==> src/rtl/kbd_playback_ctrl.sv <==
// kbd_playback_ctrl
// Keyboard-driven playback control for the audio-player datapath: decodes
// single ASCII key commands (play/stop/direction/restart/speed), owns the
// sample-address counter and divides sample_tick down to the playback speed.
// Optional build macro KBD_ONESHOT_EN: the clip stops at its end instead of
// wrapping and end_pulse fires once; without it end_pulse is tied low.
module kbd_playback_ctrl #(
    parameter int         ADDR_W   = 23,
    parameter int         DEPTH    = 2**23,
    parameter int         DIV_W    = 4,
    parameter int         DIV_DEF  = 1,
    parameter int         DIV_MAX  = 15,
    parameter logic [7:0] KEY_STOP = 8'h44,
    parameter logic [7:0] KEY_PLAY = 8'h45,
    parameter logic [7:0] KEY_BWD  = 8'h42,
    parameter logic [7:0] KEY_FWD  = 8'h46,
    parameter logic [7:0] KEY_RST  = 8'h52,
    parameter logic [7:0] KEY_FAST = 8'h55,
    parameter logic [7:0] KEY_SLOW = 8'h4C
) (
    input  logic              clk,
    input  logic              reset_n,
    input  logic [7:0]        ascii_code,
    input  logic              sample_tick,
    output logic              pause,
    output logic              reverse,
    output logic              restart,
    output logic [ADDR_W-1:0] addr,
    output logic              addr_strobe,
    output logic [DIV_W-1:0]  speed_div,
    output logic              end_pulse
);

    localparam logic [1:0]        ST_STOP   = 2'd0;
    localparam logic [1:0]        ST_FWD    = 2'd1;
    localparam logic [1:0]        ST_BWD    = 2'd2;
    localparam logic [ADDR_W-1:0] ADDR_LAST = ADDR_W'(DEPTH - 1);
    localparam logic [ADDR_W-1:0] ADDR_ONE  = ADDR_W'(1);
    localparam logic [DIV_W-1:0]  DIV_ONE   = DIV_W'(1);
    localparam logic [DIV_W-1:0]  DIV_TOP   = DIV_W'(DIV_MAX);
    localparam logic [DIV_W-1:0]  DIV_INIT  = DIV_W'(DIV_DEF);

    logic [1:0]        state_r, state_s;
    logic              dir_r, dir_s;
    logic [7:0]        key_prev_r;
    logic [DIV_W-1:0]  cnt_r, cnt_s;
    logic [DIV_W-1:0]  speed_r, speed_s;
    logic [ADDR_W-1:0] addr_r, addr_s;
    logic              restart_r, restart_s;
    logic              strobe_r, strobe_s;
    logic              pause_r;
    logic              key_fire_s;
    logic              key_drops_tick_s;
    logic              tick_ok_s;
    logic              play_block_s;

`ifdef KBD_ONESHOT_EN
    logic              end_r, end_s;
    logic              at_end_r, at_end_s;
    assign play_block_s = at_end_r;
    assign end_pulse    = end_r;
`else
    assign play_block_s = 1'b0;
    assign end_pulse    = 1'b0;
`endif

    // Key edge detect; restart and speed commands swallow a coincident tick.
    always_comb begin
        key_fire_s       = (ascii_code != 8'h00) && (ascii_code != key_prev_r);
        key_drops_tick_s = key_fire_s && ((ascii_code == KEY_RST) ||
                                          (ascii_code == KEY_FAST) ||
                                          (ascii_code == KEY_SLOW));
        tick_ok_s        = sample_tick && (state_r != ST_STOP) && !key_drops_tick_s;
    end

    // Next state: the tick advances against the registered state, then a fired key overrides.
    always_comb begin
        state_s   = state_r;
        dir_s     = dir_r;
        cnt_s     = cnt_r;
        speed_s   = speed_r;
        addr_s    = addr_r;
        restart_s = 1'b0;
        strobe_s  = 1'b0;
`ifdef KBD_ONESHOT_EN
        end_s     = 1'b0;
        at_end_s  = at_end_r;
`endif
        if (tick_ok_s) begin
            if (cnt_r >= speed_r - DIV_ONE) begin
                cnt_s = '0;
                if (state_r == ST_FWD) begin
                    if (addr_r == ADDR_LAST) begin
`ifdef KBD_ONESHOT_EN
                        state_s  = ST_STOP;
                        end_s    = 1'b1;
                        at_end_s = 1'b1;
`else
                        addr_s   = '0;
                        strobe_s = 1'b1;
`endif
                    end else begin
                        addr_s   = addr_r + ADDR_ONE;
                        strobe_s = 1'b1;
                    end
                end else begin
                    if (addr_r == '0) begin
`ifdef KBD_ONESHOT_EN
                        state_s  = ST_STOP;
                        end_s    = 1'b1;
                        at_end_s = 1'b1;
`else
                        addr_s   = ADDR_LAST;
                        strobe_s = 1'b1;
`endif
                    end else begin
                        addr_s   = addr_r - ADDR_ONE;
                        strobe_s = 1'b1;
                    end
                end
            end else begin
                cnt_s = cnt_r + DIV_ONE;
            end
        end else begin
            cnt_s = cnt_r;
        end

        if (key_fire_s) begin
            case (ascii_code)
                KEY_STOP: state_s = ST_STOP;
                KEY_PLAY: begin
                    if ((state_r == ST_STOP) && !play_block_s) begin
                        state_s = dir_r ? ST_BWD : ST_FWD;
                    end else begin
                        state_s = state_r;
                    end
                end
                KEY_FWD: begin
                    dir_s = 1'b0;
                    if (state_s != ST_STOP) begin
                        state_s = ST_FWD;
                    end else begin
                        state_s = ST_STOP;
                    end
`ifdef KBD_ONESHOT_EN
                    at_end_s = 1'b0;
`endif
                end
                KEY_BWD: begin
                    dir_s = 1'b1;
                    if (state_s != ST_STOP) begin
                        state_s = ST_BWD;
                    end else begin
                        state_s = ST_STOP;
                    end
`ifdef KBD_ONESHOT_EN
                    at_end_s = 1'b0;
`endif
                end
                KEY_RST: begin
                    addr_s    = dir_r ? ADDR_LAST : '0;
                    cnt_s     = '0;
                    restart_s = 1'b1;
`ifdef KBD_ONESHOT_EN
                    at_end_s  = 1'b0;
`endif
                end
                KEY_FAST: begin
                    speed_s = (speed_r > DIV_ONE) ? (speed_r - DIV_ONE) : DIV_ONE;
                    cnt_s   = '0;
                end
                KEY_SLOW: begin
                    speed_s = (speed_r < DIV_TOP) ? (speed_r + DIV_ONE) : DIV_TOP;
                    cnt_s   = '0;
                end
                default: begin
                    state_s = state_s;
                end
            endcase
        end else begin
            restart_s = 1'b0;
        end
    end

    // Control and address registers; reset_n aborts any activity immediately.
    always_ff @(posedge clk or negedge reset_n) begin
        if (!reset_n) begin
            state_r    <= ST_STOP;
            dir_r      <= 1'b0;
            key_prev_r <= 8'h00;
            cnt_r      <= '0;
            speed_r    <= DIV_INIT;
            addr_r     <= '0;
            restart_r  <= 1'b0;
            strobe_r   <= 1'b0;
            pause_r    <= 1'b1;
        end else begin
            state_r    <= state_s;
            dir_r      <= dir_s;
            key_prev_r <= ascii_code;
            cnt_r      <= cnt_s;
            speed_r    <= speed_s;
            addr_r     <= addr_s;
            restart_r  <= restart_s;
            strobe_r   <= strobe_s;
            pause_r    <= (state_s == ST_STOP);
        end
    end

`ifdef KBD_ONESHOT_EN
    // End-of-clip pulse and the latch that blocks play until restart or a direction key.
    always_ff @(posedge clk or negedge reset_n) begin
        if (!reset_n) begin
            end_r    <= 1'b0;
            at_end_r <= 1'b0;
        end else begin
            end_r    <= end_s;
            at_end_r <= at_end_s;
        end
    end
`endif

    assign pause       = pause_r;
    assign reverse     = dir_r;
    assign restart     = restart_r;
    assign addr        = addr_r;
    assign addr_strobe = strobe_r;
    assign speed_div   = speed_r;

endmodule

==> config.mk <==
export PLATFORM = sky130hd
export DESIGN_NAME = kbd_playback_ctrl
export DESIGN_NICKNAME = d
export VERILOG_FILES = /design/src/rtl/kbd_playback_ctrl.sv
export SDC_FILE = /design/constraint.sdc
export NUM_CORES = 1
export LEC_CHECK = 0
export BUFFER_PORTS_ARGS = -buffer_cell sky130_fd_sc_hd__clkbuf_2
export CAP_MARGIN = 30
export CORE_ASPECT_RATIO = 0.7
export CORE_MARGIN = 3
export CORE_UTILIZATION = 63
export CTS_CLUSTER_SIZE = 14
export DETAILED_ROUTE_END_ITERATION = 10
export PLACE_DENSITY = 0.9
export SLEW_MARGIN = 0
export SYNTH_ARGS = -nofsm -noshare
export SYNTH_HDL_FRONTEND = slang
export SYNTH_SLANG_ARGS = --single-unit
export TNS_END_PERCENT = 100
==> constraint.sdc <==
create_clock -name clk -period 6 [get_ports clk]
set_clock_uncertainty 0.2 [all_clocks]
set_input_delay 0.3 -clock clk [delete_from_list [all_inputs] [get_ports clk]]
set_output_delay 0.3 -clock clk [all_outputs]
set_load 0.05 [all_outputs]
* After elaboration in Yosys (flattened, before gate mapping) *
Cells that the tools add are included.

storage, ports and cells
  register bits = 45
  output and inout port bits = 32
  logic and storage cells = 70

operators by class
  add/subtract/negate cells = 5
  order comparisons = 3
  eq/ne operators = 10
  muxes and demuxes = 26
  reductions and logical operators = 17

operator list
  operator                                             number
  2-to-1 mux 23 bit                                    8
  equality test 8 x 7 -> 1 bit, second input constant  7
  2-to-1 mux 4 bit                                     6
  adder 23 x 1 -> 23 bit, second input constant        1
  equality test 23 bit, second input constant          1
  zero test 23 bit                                     1
  subtractor 23 x 1 -> 23 bit, second input constant   1
  adder 4 x 1 -> 4 bit, second input constant          2
  2-to-1 mux 2 bit                                     4
  != test 8 bit                                        1
  one-hot mux 2 bit (4 select lines)                   1
  one-hot mux 4 bit (2 select lines)                   1
  nonzero test 8 bit                                   1
  nonzero test 2 bit                                   3
  2-to-1 mux 1 bit                                     5
  greater-or-equal comparator 4 bit                    1
  > comparator 4 x 1 -> 1 bit, second input constant   1
  logical AND 1 bit                                    4
  zero test 2 bit                                      2
  less-than comparator 4 bit, second input constant    1
  AND reduction 2 bit                                  2
  subtractor 4 x 1 -> 4 bit, second input constant     1
  OR reduction 3 bit                                   1
  equality test 2 x 1 -> 1 bit, second input constant  1
  other kinds (3)                                      4

* Depth between registers and ports, before layout *
  depth in word-level cells = 9
  gate-level depth with buffers = 10

* Least setup slack after synthesis *
OpenSTA, ideal clock, no wires.

  path kind = register to register
  start = reg speed_r[0], in the netlist speed_div[0]
  end = reg addr_r[12], in the netlist addr[12]
  setup time = 0.137 ns
  arrival time = 2.818 ns
  slack = 2.845 ns
  stages on the path, launching flop included = 11
  path buffers = 1
  clock period less this slack = 3.155 ns
  cells stage by stage = dfstp_2 inv_1 ha_1 xnor2_1 ha_1 o21ai_0 a211o_1 or3_2 buf_6 a221oi_1 nor3_1

between the ends
  longest elaborated chain between the ends = 6

ends and longest elaborated chain
  what                                 line  source
  start: declaration                   47    logic [DIV_W-1:0] speed_r, speed_s;
  start signal: assignment             202   speed_r <= speed_s;
  subtractor 4 x 1 -> 4 bit *          90    if (cnt_r >= speed_r - DIV_ONE) begin
  greater-or-equal comparator 4 bit *  90
  2-to-1 mux 23 bit *                  90
  2-to-1 mux 23 bit *                  89    if (tick_ok_s) begin
  2-to-1 mux 23 bit                    129   case (ascii_code)
  2-to-1 mux 23 bit *                  128   if (key_fire_s) begin
  via addr_s[12]                       48    logic [ADDR_W-1:0] addr_r, addr_s;
  end signal: assignment               203   addr_r <= addr_s;
  end: declaration                     48

Mark *: on every way through the listed nets, which the timed path passes. The rest lies on a longest branch.
A chain may end at the register's enable or synchronous reset.

* Worst setup path in the final report *
  start = in ascii_code[6]
  end = reg cnt_r[3]

between the ends
  longest elaborated chain between the ends = 9
  elaborated cells between the ends (all ways) = 15

ends and longest elaborated chain
  what                                             line         source
  start: declaration                               23           input logic [7:0] ascii_code,
  equality test 8 x 7 -> 1 bit (on tied branches)  70, 129, 71
  logical OR 1 bit                                 70           key_drops_tick_s = key_fire_s && ((ascii_code == KEY_RST) ||
  logical OR 1 bit                                 71           (ascii_code == KEY_FAST) ||
  logical AND 1 bit                                70
  zero test 1 bit                                  73           tick_ok_s = sample_tick && (state_r != ST_STOP) && !key_drops_tick_s;
  logical AND 1 bit                                73
  2-to-1 mux 4 bit                                 89
  2-to-1 mux 4 bit                                 129
  2-to-1 mux 4 bit *                               128
  via cnt_s[3]                                     46           logic [DIV_W-1:0] cnt_r, cnt_s;
  end signal: assignment                           201          cnt_r <= cnt_s;
  end: declaration                                 46

Marked as above.

==> impl_results.md <==
- Total chip power: 1610 µW
- Core area: 5019 µm²
- TritonRoute pass-1 iters: 6
- Setup violators final: 0
- Placed Area: 3600 µm²
- Crit Path Max Fanout: 11
- Adder-Cell Fraction of Synth Area: 4.007%
- Area of the die: 6388 µm²
- Drt wl/cell: 19.40 µm
- Antenna violations before repair: 0
- Layout Cells excl Fill: 506
- Hold Crit Class: in -> reg
- FF-to-FF Start: speed_div[0]
- CTS tree: built
- R2R depth: 10
- Grt total ovfl: 0
- Syn Inst Count: 411
- Slowest cell on crit path: nor4_1
- Layout fillers: 392
- Via density: 7.006
- RSZ-0062 raised after global routing: no
- CP Buf/Inv Count: 3
- Sequential Area: 1129 µm²
- Post-synth EDFFs: 0
- HPWL Detailed: 6.719 mm
- YS warnings: 0
- Biggest cell delay along the critical path: 0.68 ns
- Compound-Gate Fraction of Synth Area: 23.64%
- # diodes: 0
- Crit. End Element: register
- Syn Nets: 433
- Tightest Pin Transition: 1.045 ns
- FP Rows: 21
- Maximum clock path buffer count: 2
- DR DRC count: 0
- Startpoint Class: input port
- Cts hold-fix bufs: 5
- Synth Register Bits: 45
- Share of cells above drive strength 1: 17.85%
- Die Wd: 94.25 µm
- Clk pin slew, worst setup/hold paths: 0.08 ns
- Port buffer count: 41
- Crit path required time: 5.99 ns
- Layout net count: 458
- Clock latency at the later pin of the worst-skew pair: 0.30 ns
- Worst EP arrival: 3.39 ns
- CP Class: in -> reg
- Placed cell count: 492
- Clock tree root driver cell: clkbuf_8
- Power Dens Cells: 426.7 nW/µm²
- Most frequent cells in the layout: 43 x dfrtp_1, 41 x clkbuf_2, 32 x nor2_1, 29 x nand2_1, 25 x o21ai_0
- Mapped Area: 3435 µm²
- Sequential share of the synthesized area: 32.86%
- Pin count of the biggest net entering global routing: 46
- Leak: 0.001547 µW
- Vias in the first global route: 3,158
- Max_cap viols: 0
- Final core area utilization: 75.19%
- Vias post-DR: 3,545
- DRT iter0 DRCs: 540
- First-pass GRT wire length: 15.84 mm
- Worst r2r dst: cnt_r[3]
- Post_cts resized: 0
- Total wire length: 9.815 mm
- Post-synth ARST share: 100.0%
- Largest family of logic cells by synthesized area: simple AND/OR/NAND/NOR gates
- WHS Endpoint: key_prev_r[1]
- Library cells used by synthesis: 69
- Prevailing post-synth register cell: dfrtp_1
- GR Util All Layers: 31.48%
- TritonCTS Buffers: 5
- Fin Setup TNS: 0 ns
- Status: finished clean
- Crit-path cells: dlygate4sd3_1 -> clkbuf_2 -> xor2_1 -> nor4_1 -> a221oi_1 -> o21ai_1 -> buf_4 -> nand2b_1 -> nor2_1
- Top cell family by delay on the critical path: buffers and inverters
- DRT antenna net count: 0
- Post-route cell area: 3774 µm²
- Initial Utilization: 68.44%
- Worst slew margin: 30.05%
- Setup slack, reg-to-reg: 2.71 ns
- Most common cell after layout, fill and taps aside: dfrtp_1
- Die height: 67.78 µm
- Proportion of synthesized area in mux cells: 0.6193%
- Max-slew violation count: 0
- Worst Min Path Start: ascii_code[1]
- Placer Congestion: 0.9531
- Final hold vios: 0
- Multi-input gate area: 2097 µm²
- Avg Cell Area, Syn: 8.357 µm²
- XOR/XNOR share of the synthesized area: 4.590%
- Final cycle utilization of the critical path: 56.70%
- Post-Synth Simple-Gate Area: 28.09%
- # clock sinks: 45
- Post-route minimum period: 3.402 ns
- Worst hold path depth: 1
- Peak Freq: 0.2939 GHz
- I/O pin total: 43
- Postcts setup bufs: 0
- VDD IR max: 0.0003715 V
- H-Tree Depth: 2
- Area delta synth->final: 9.873%
metal layers:
metal	up-vias	share of wire, %	GRT usage [%]
met2	252	43	46.02
met4	0	2.4	10.09
met3	40	13	7.238
li1	1609	-	-
met1	1644	42	45.96
met5	-	0	0
area by class of cell:
| cell class | instances | share of cell area [%] |
|---|---|---|
| Clock buffer | 7 | 2.288 |
| Multi-Input combinational cell | 319 | 55.57 |
| Timing Repair Buffer | 52 | 7.858 |
| Inverter | 13 | 1.293 |
| Clock inverter | 1 | 0.7958 |
| Tap cell | 69 | 2.288 |
| Sequential cell | 45 | 29.91 |
Yosys cell counts, drive strengths merged, types with 7 or more instances:
library cell	number	area, µm²
nor3	16	85.08
clkbuf	24	90.09
xor2	13	113.9
inv	13	48.80
nand2b	7	43.79
nand2	29	108.9
ha	11	137.6
a21oi	15	75.07
o221a	7	78.83
o31ai	7	57.55
or4	7	56.30
dfrtp	43	1076
nor2	32	120.1
o21ai	26	130.1
a31oi	10	62.56
nor4	14	100.1
and3	11	68.82
nand3	21	105.1
nand4	10	62.56
buf	10	70.06
power breakdown:
group | leakage (µW) | internal (µW) | switching, µW
Clock | 0.0000585 | 136 | 106
Sequential | 0.000534 | 382 | 186
Combinational | 0.000955 | 247 | 553
Total | 0.00155 | 765 | 845
flip-flops by register name, summed over array words and instances, names as in the netlist:
signal	flops
addr	23
addr_strobe	1
cnt_r	4
key_prev_r	8
pause	1
restart	1
reverse	1
speed_div	4
state_r	2
worst register-to-register path, stage by stage (launching register included):
cell	delay, ns
dfstp_2	0.60
inv_1	0.10
ha_1	0.25
xnor2_1	0.14
ha_1	0.29
o21ai_0	0.09
a211o_1	0.35
o21ai_1	0.56
buf_4	0.32
nand2b_1	0.20
nor2_1	0.08
worst max-delay path by stage:
| stage | cells past startpoint | start | end | slack (ns) |
|---|---|---|---|---|
| 3_3_place_gp | 10 | speed_div[0] | addr[3] | 2.90 |
| 3_5_place_dp | 10 | speed_div[0] | addr[3] | 2.78 |
| 4_1_cts | 9 | ascii_code[6] | addr[3] | 2.74 |
| 6_report | 9 | ascii_code[6] | cnt_r[3] | 2.60 |
| 2_1_floorplan | 10 | speed_div[0] | addr[12] | 2.84 |
| 5_1_grt | 9 | ascii_code[6] | cnt_r[1] | 2.27 |
through the flow:
stage / worst slack, ns / hold WS [ns]
2_1_floorplan: 2.845 / -0.1956
3_3_place_gp: 2.895 / 0.2192
3_5_place_dp: 2.781 / 0.2237
4_1_cts: 2.736 / 0.01533
5_1_grt: 2.269 / 0.01273
6_report: 2.598 / 0.01388
cells by family after synthesis:
group                    Yosys count
adder cells (fa/ha/maj)           11
multiplexers                       2
AO/OA/AOI/OAI                    113
XOR/XNOR                          18
other                              1
buffers and inverters             47
flip-flops                        45
AND/OR/NAND/NOR                  174
(Power assumes the default switching activity.)
